==> src/rtl/lda16_load_sequencer_pkg.sv <==
// rtl/lda16_load_sequencer_pkg.sv - shared constants and types for the LD A,(a16) sequencer
package lda16_load_sequencer_pkg;

    localparam int LDA16_ADDR_W = 16;
    localparam int LDA16_DATA_W = 8;
    localparam int T_STEPS      = 4;

    localparam logic [7:0] LDA_A16_OPC = 8'hFA;

    typedef logic [1:0] mstate_t;
    typedef logic [1:0] tstep_t;

    localparam mstate_t ST_IDLE   = 2'd0;
    localparam mstate_t ST_IMM_LO = 2'd1;
    localparam mstate_t ST_IMM_HI = 2'd2;
    localparam mstate_t ST_DATA   = 2'd3;

    localparam tstep_t TSTEP_T0 = 2'd0;
    localparam tstep_t TSTEP_T1 = 2'd1;
    localparam tstep_t TSTEP_T2 = 2'd2;
    localparam tstep_t TSTEP_T3 = 2'd3;

    // One-hot views of the T-steps for sequencers that decode per step.
    localparam logic [3:0] TSTEP_T0_OH = 4'b0001;
    localparam logic [3:0] TSTEP_T1_OH = 4'b0010;
    localparam logic [3:0] TSTEP_T2_OH = 4'b0100;
    localparam logic [3:0] TSTEP_T3_OH = 4'b1000;

    typedef struct packed {
        logic pc_inc;
        logic a_write;
        logic ir_fetch;
    } strobes_t;

endpackage

==> src/rtl/lda16_load_sequencer_if.sv <==
// rtl/lda16_load_sequencer_if.sv - decode handshake and memory read bus of the load sequencer
interface lda16_load_sequencer_if
    import lda16_load_sequencer_pkg::*;
#(
    parameter int ADDR_W = LDA16_ADDR_W,
    parameter int DATA_W = LDA16_DATA_W
);
    logic              i_Start;
    logic [ADDR_W-1:0] i_PC;
    logic [DATA_W-1:0] i_Mem_Data;
    logic              i_Mem_Wait;
    logic              o_Busy;
    logic [ADDR_W-1:0] o_Mem_Addr;
    logic              o_Mem_Rd;
    logic              o_PC_Inc;
    logic              o_A_Write;
    logic [DATA_W-1:0] o_A_Data;
    logic              o_IR_Fetch;

    modport master (
        output i_Start, i_PC, i_Mem_Data, i_Mem_Wait,
        input  o_Busy, o_Mem_Addr, o_Mem_Rd, o_PC_Inc, o_A_Write, o_A_Data, o_IR_Fetch
    );

    modport slave (
        input  i_Start, i_PC, i_Mem_Data, i_Mem_Wait,
        output o_Busy, o_Mem_Addr, o_Mem_Rd, o_PC_Inc, o_A_Write, o_A_Data, o_IR_Fetch
    );
endinterface

==> src/rtl/lda16_load_sequencer_mcycle_step_counter.sv <==
// rtl/lda16_load_sequencer_mcycle_step_counter.sv - T0..T3 step counter with T2 memory-wait stall
module lda16_load_sequencer_mcycle_step_counter
    import lda16_load_sequencer_pkg::*;
(
    input  logic   clk_i,
    input  logic   rst_i,
    input  logic   clear_i,
    input  logic   stall_i,
    output tstep_t step_o,
    output logic   last_o
);
    tstep_t step_q;
    tstep_t step_d;

    // Wait only stretches the sample step; elsewhere it is ignored.
    always_comb begin
        step_d = step_q;
        if (clear_i) begin
            step_d = TSTEP_T0;
        end else if (!(stall_i && (step_q == TSTEP_T2))) begin
            step_d = step_q + 2'd1;
        end
    end

    always_ff @(posedge clk_i or posedge rst_i) begin
        if (rst_i) begin
            step_q <= TSTEP_T0;
        end else begin
            step_q <= step_d;
        end
    end

    assign step_o = step_q;
    assign last_o = (step_q == TSTEP_T3);
endmodule

==> src/rtl/lda16_load_sequencer.sv <==
// rtl/lda16_load_sequencer.sv - LD A,(a16) sequencer: fetch two immediates, read the byte, write A
module lda16_load_sequencer
    import lda16_load_sequencer_pkg::*;
#(
    parameter int ADDR_W = LDA16_ADDR_W,
    parameter int DATA_W = LDA16_DATA_W
)(
    input  logic                   i_Clk,
    input  logic                   i_Reset,
    lda16_load_sequencer_if.slave  bus
);
    mstate_t           state_q, state_d;
    logic [ADDR_W-1:0] ptr_q, ptr_d;
    logic [DATA_W-1:0] lo_q, lo_d;
    logic [DATA_W-1:0] hi_q, hi_d;
    logic [DATA_W-1:0] data_q, data_d;
    logic [DATA_W-1:0] a_hold_q, a_hold_d;

    tstep_t            step;
    logic              step_last;
    logic              busy;
    logic              rd;
    logic              sample;
    logic [ADDR_W-1:0] mem_addr;
    strobes_t          strb;

    lda16_load_sequencer_mcycle_step_counter u_mcycle_step_counter (
        .clk_i   (i_Clk),
        .rst_i   (i_Reset),
        .clear_i (state_q == ST_IDLE),
        .stall_i (bus.i_Mem_Wait),
        .step_o  (step),
        .last_o  (step_last)
    );

    assign busy   = (state_q != ST_IDLE);
    assign rd     = busy && !step_last;
    assign sample = busy && (step == TSTEP_T2) && !bus.i_Mem_Wait;

    always_comb begin
        mem_addr = '0;
        if (rd) begin
            mem_addr = (state_q == ST_DATA) ? {hi_q, lo_q} : ptr_q;
        end
    end

    always_comb begin
        strb = '0;
        if (busy && step_last) begin
            case (state_q)
                ST_IMM_LO, ST_IMM_HI: strb.pc_inc = 1'b1;
                ST_DATA: begin
                    strb.a_write  = 1'b1;
                    strb.ir_fetch = 1'b1;
                end
                default: ;
            endcase
        end
    end

    always_comb begin
        state_d  = state_q;
        ptr_d    = ptr_q;
        lo_d     = lo_q;
        hi_d     = hi_q;
        data_d   = data_q;
        a_hold_d = a_hold_q;
        case (state_q)
            ST_IDLE: begin
                if (bus.i_Start) begin
                    state_d = ST_IMM_LO;
                    ptr_d   = bus.i_PC;
                end
            end
            ST_IMM_LO: begin
                if (sample) lo_d = bus.i_Mem_Data;
                if (step_last) begin
                    ptr_d   = ptr_q + ADDR_W'(1);
                    state_d = ST_IMM_HI;
                end
            end
            ST_IMM_HI: begin
                if (sample) hi_d = bus.i_Mem_Data;
                if (step_last) begin
                    ptr_d   = ptr_q + ADDR_W'(1);
                    state_d = ST_DATA;
                end
            end
            ST_DATA: begin
                if (sample) data_d = bus.i_Mem_Data;
                // Retain the committed byte so o_A_Data stays put until the next write.
                if (step_last) begin
                    a_hold_d = data_q;
                    state_d  = ST_IDLE;
                end
            end
            default: state_d = ST_IDLE;
        endcase
    end

    always_ff @(posedge i_Clk or posedge i_Reset) begin
        if (i_Reset) begin
            state_q  <= ST_IDLE;
            ptr_q    <= '0;
            lo_q     <= '0;
            hi_q     <= '0;
            data_q   <= '0;
            a_hold_q <= '0;
        end else begin
            state_q  <= state_d;
            ptr_q    <= ptr_d;
            lo_q     <= lo_d;
            hi_q     <= hi_d;
            data_q   <= data_d;
            a_hold_q <= a_hold_d;
        end
    end

    assign bus.o_Busy     = busy;
    assign bus.o_Mem_Rd   = rd;
    assign bus.o_Mem_Addr = mem_addr;
    assign bus.o_PC_Inc   = strb.pc_inc;
    assign bus.o_A_Write  = strb.a_write;
    assign bus.o_IR_Fetch = strb.ir_fetch;
    assign bus.o_A_Data   = strb.a_write ? data_q : a_hold_q;
endmodule

==> src/flat_wrapper.sv <==
// flat-port wrapper written by rule: the top's interface ports become plain ports
module lda16_load_sequencer_flat import lda16_load_sequencer_pkg::*;
#(
    parameter int ADDR_W = LDA16_ADDR_W,
    parameter int DATA_W = LDA16_DATA_W
)
  (i_Clk, i_Reset, bus_i_Start, bus_i_PC, bus_i_Mem_Data, bus_i_Mem_Wait, bus_o_Busy, bus_o_Mem_Addr, bus_o_Mem_Rd, bus_o_PC_Inc, bus_o_A_Write, bus_o_A_Data, bus_o_IR_Fetch);
  lda16_load_sequencer_if #(.ADDR_W(ADDR_W), .DATA_W(DATA_W)) bus_i ();
  input  logic i_Clk;
  input  logic i_Reset;
  input wire logic [$bits(bus_i.i_Start)-1:0] bus_i_Start;
  input wire logic [$bits(bus_i.i_PC)-1:0] bus_i_PC;
  input wire logic [$bits(bus_i.i_Mem_Data)-1:0] bus_i_Mem_Data;
  input wire logic [$bits(bus_i.i_Mem_Wait)-1:0] bus_i_Mem_Wait;
  output wire logic [$bits(bus_i.o_Busy)-1:0] bus_o_Busy;
  output wire logic [$bits(bus_i.o_Mem_Addr)-1:0] bus_o_Mem_Addr;
  output wire logic [$bits(bus_i.o_Mem_Rd)-1:0] bus_o_Mem_Rd;
  output wire logic [$bits(bus_i.o_PC_Inc)-1:0] bus_o_PC_Inc;
  output wire logic [$bits(bus_i.o_A_Write)-1:0] bus_o_A_Write;
  output wire logic [$bits(bus_i.o_A_Data)-1:0] bus_o_A_Data;
  output wire logic [$bits(bus_i.o_IR_Fetch)-1:0] bus_o_IR_Fetch;
  assign bus_i.i_Start = bus_i_Start;
  assign bus_i.i_PC = bus_i_PC;
  assign bus_i.i_Mem_Data = bus_i_Mem_Data;
  assign bus_i.i_Mem_Wait = bus_i_Mem_Wait;
  assign bus_o_Busy = bus_i.o_Busy;
  assign bus_o_Mem_Addr = bus_i.o_Mem_Addr;
  assign bus_o_Mem_Rd = bus_i.o_Mem_Rd;
  assign bus_o_PC_Inc = bus_i.o_PC_Inc;
  assign bus_o_A_Write = bus_i.o_A_Write;
  assign bus_o_A_Data = bus_i.o_A_Data;
  assign bus_o_IR_Fetch = bus_i.o_IR_Fetch;
  lda16_load_sequencer #(.ADDR_W(ADDR_W), .DATA_W(DATA_W)) u_core (.i_Clk(i_Clk), .i_Reset(i_Reset), .bus(bus_i));
endmodule
==> config.mk <==
export PLATFORM = sky130hd
export DESIGN_NAME = lda16_load_sequencer_flat
export DESIGN_NICKNAME = d
export VERILOG_FILES = /design/src/rtl/lda16_load_sequencer_pkg.sv /design/src/rtl/lda16_load_sequencer_if.sv /design/src/rtl/lda16_load_sequencer_mcycle_step_counter.sv /design/src/rtl/lda16_load_sequencer.sv /design/src/flat_wrapper.sv
export SDC_FILE = /design/constraint.sdc
export NUM_CORES = 1
export LEC_CHECK = 0
export BUFFER_PORTS_ARGS = -buffer_cell sky130_fd_sc_hd__buf_2
export CORE_UTILIZATION = 35
export DETAILED_ROUTE_END_ITERATION = 8
export HOLD_SLACK_MARGIN = 0.1
export SLEW_MARGIN = 15
export SYNTH_ARGS = -nofsm -noshare
export SYNTH_HDL_FRONTEND = slang
export SYNTH_SLANG_ARGS = --single-unit
==> constraint.sdc <==
create_clock -name i_Clk -period 1.6 [get_ports i_Clk]
set_input_delay 0.32 -clock i_Clk [delete_from_list [all_inputs] [get_ports i_Clk]]
set_output_delay 0.32 -clock i_Clk [all_outputs]
set_load 0.03 [all_outputs]
==> out/qor.csv <==
metric,value,unit
status,finished with violations,
violated checks,setup timing,
synthesis-to-layout area growth,59.2,%
Pins Over Slew Limit,0,
violation count after the first detailed-routing iteration,177,
utilization after layout,57.2,%
post-synth net total,309,
number of synthesized register bits,52,
Die Area,8760,um^2
area inside the core boundary,8180,um^2
library cell with the highest instance count after synthesis,sky130_fd_sc_hd__dfrtp_1,
GRT Total Usage,20.2,%
leading cell types by count after synthesis,"sky130_fd_sc_hd__dfrtp_1, sky130_fd_sc_hd__mux2_2, sky130_fd_sc_hd__nor2_1, sky130_fd_sc_hd__a21oi_1, sky130_fd_sc_hd__mux2i_1",
Antenna Nets Post-Route,0,
fraction of post-synthesis cell area in the top cell type by area,44.3,%
routed len/inst,17.5,um
worst slew margin relative to its limit,62.5,%
synthesized area per cell,10.7,um^2
startpoint type of the worst setup path,flop,
maximum number of pins on one net before global-route repair,28,
residual overflow from global routing,0,
horizontal extent of the die,93.6,um
post-layout min period,2.04,ns
share of the yosys chip area belonging to registers,44.3,%
ant diodes,0,
startpoint of the lowest-slack register-to-register path,u_core.state_q[1],
Detailed Routing Iterations Pass 1,4,
Setup crit start,u_core.state_q[1],
Total Wirelength,8520,um
site row count,33,
max-cap check violation count,0,
endpoint of the worst-slack reg-to-reg timing path,u_core.ptr_q[14],
CTS Buf Count,5,
crit share post-route,128,%
Hold/Removal Path Class,in2reg,
total placed instance area,3860,um^2
number of sinks driven by the clock tree,52,
via count of the first global-routing pass,2601,
root cell of the clock tree,sky130_fd_sc_hd__clkbuf_8,
remaining routing DRC violations,0,
Least-Margin Pin Slew,0.555,ns
number of I/O port buffers,56,
Achievable Freq,490,MHz
Max H-tree Level,2,
routed via count,2560,
share of cells above drive strength 1,64.0,%
final RePlAce weighted congestion,0.837,
"reg-to-reg slack, setup",-0.35,ns
Worst Clk Skew,0.00557,ns
RSZ-0062 raised after global routing,true,
Post-synth ARST share,100,%
TritonCTS clock tree,yes,
Final Hold Fails,0,
largest fanout on the critical path,10,
placed wire-length estimate after detailed placement,5460,um
clock latency of the later-clocked register in the worst-skew pair,0.31,ns
DIE HEIGHT,93.6,um
arrival time of data at the critical path endpoint,1.72,ns
cell type with the highest aggregate area in the netlist,sky130_fd_sc_hd__dfrtp_1,
Clock Tree Buf Depth,2,
critical path required time,1.28,ns
"EDFF count, synth",0,
Yosys warnings,0,
most frequently used flop master after synthesis,sky130_fd_sc_hd__dfrtp_1,
Setup crit end kind,output port,
worst path setup slack after routing,-0.443,ns
final-report setup violation count,71,
critical path class,reg2out,
Cell variety after synth,43,
Starting Density,35.9,%
number of nets in the finished design,417,
I/O pins,57,
post-synthesis cell area,2940,um^2
fillcell total,690,
post-synthesis cell count,274,
first-pass GRT wire length,13700,um
clock-pin transition on the worst setup and hold timing paths,0.10,ns
count of cells along the worst register-to-register path,10,
routed vias/inst,5.25,
destination of the critical timing path,bus_o_A_Data[0],
antenna violations before repair,0,
final cell area excluding filler cells,4680,um^2
main area contributors after synthesis,"sky130_fd_sc_hd__dfrtp_1, sky130_fd_sc_hd__mux2_2, sky130_fd_sc_hd__mux2i_1",
## critical path: stages (launching register included)
cell and delay [ns]:
sky130_fd_sc_hd__dfrtp_1 0.43, sky130_fd_sc_hd__inv_2 0.08, sky130_fd_sc_hd__ha_4 0.19, sky130_fd_sc_hd__nor2_4 0.10
sky130_fd_sc_hd__buf_12 0.15, sky130_fd_sc_hd__mux2_4 0.31, sky130_fd_sc_hd__buf_6 0.14
## cell families (layout without fill, tap and decap cells)
logic type                 Yosys count  after routing  synth area share, %
and+or+nand+nor                     83             85                 15.3
muxes                               60             60                 22.2
DFF                                 52             52                 44.3
AOI/OAI and AO/OA                   46             46                 10.4
buffers and inverters               25            132                 4.47
adders and majority gates            7              7                 2.98
xor gates and xnor gates             1              1                0.298
## cell usage in the layout (no fill, tap or decap), types with 4 or more instances in the layout
cell	n
sky130_fd_sc_hd__a21oi_2	14
sky130_fd_sc_hd__a2bb2oi_2	6
sky130_fd_sc_hd__buf_12	4
sky130_fd_sc_hd__buf_2	27
sky130_fd_sc_hd__buf_4	42
sky130_fd_sc_hd__buf_6	42
sky130_fd_sc_hd__clkbuf_8	5
sky130_fd_sc_hd__dfrtp_1	51
sky130_fd_sc_hd__ha_1	4
sky130_fd_sc_hd__mux2_2	8
sky130_fd_sc_hd__mux2_4	33
sky130_fd_sc_hd__mux2i_1	12
sky130_fd_sc_hd__mux2i_2	4
sky130_fd_sc_hd__nand2_1	13
sky130_fd_sc_hd__nand3_1	10
sky130_fd_sc_hd__nand4_1	5
sky130_fd_sc_hd__nor2_1	4
sky130_fd_sc_hd__nor2_4	17
sky130_fd_sc_hd__nor4_1	4
sky130_fd_sc_hd__o21ai_0	4
sky130_fd_sc_hd__o22ai_1	6
## what timing repair did
action | in CTS | in global routing
pin swaps | 10 | 19
resized for setup | 105 | 50
cloned | 3 | 1
setup endpoints to repair | 71 | 71
hold endpoints to repair | 12 | 0
setup buffers | 12 | 11
hold buffers | 1 | 0
## worst min path at each step
stage	from	to	cells after the start
2_1_floorplan	bus_i_Mem_Data[0]	u_core.data_q[0]	1
3_3_place_gp	i_Reset	u_core.a_hold_q[0]	2
3_5_place_dp	i_Reset	u_core.a_hold_q[0]	2
4_1_cts	bus_i_PC[15]	u_core.ptr_q[15]	3
5_1_grt	bus_i_Mem_Data[6]	u_core.data_q[6]	2
6_report	bus_i_Mem_Data[6]	u_core.data_q[6]	2
## through the flow
step | worst slack, ns | TNS (ns) | hold WS (ns) | std cells
detailed placement | -0.164 | -8.32 | 0.314 | 458
floorplan | -0.227 | -8.09 | 0.472 | 274
global route | -0.503 | -26.88 | 0.264 | 488
finish | -0.443 | -22.50 | 0.267 | 488
global placement | -0.131 | -5.84 | 0.305 | 458
CTS | -0.445 | -24.31 | 0.250 | 479
## sequential cells by signal, summed over array words and instances (netlist names)
| name | flops |
|---|---|
| u_core.hi_q | 8 |
| u_core.u_mcycle_step_counter.step_o | 2 |
| u_core.data_q | 8 |
| u_core.lo_q | 8 |
| u_core.a_hold_q | 8 |
| u_core.ptr_q | 16 |
| u_core.state_q | 2 |
## cell type report
cell class	count	area [um^2]	area share, %
Clock inverter	3	27.5	0.589
Sequential cell	52	1300	27.8
Inverter	6	32.5	0.696
Timing Repair Buffer	118	1050	22.5
Tap cell	105	131	2.81
Clock buffer	5	68.8	1.47
Multi-Input combinational cell	199	2060	44.1
## per-layer routing
metal / part of all wire, % / track usage [%] / vias to the layer above
met3: 3.4 / 3.09 / 7
met1: 45 / 28.3 / 1283
met4: 0.82 / 4.10 / 0
li1: - / - / 1206
met5: 0 / 0 / -
met2: 50 / 33.2 / 64
Power is left out: the tool's default activity adds up to more than one toggle a clock period on the data nets, which glitch-free logic cannot reach.
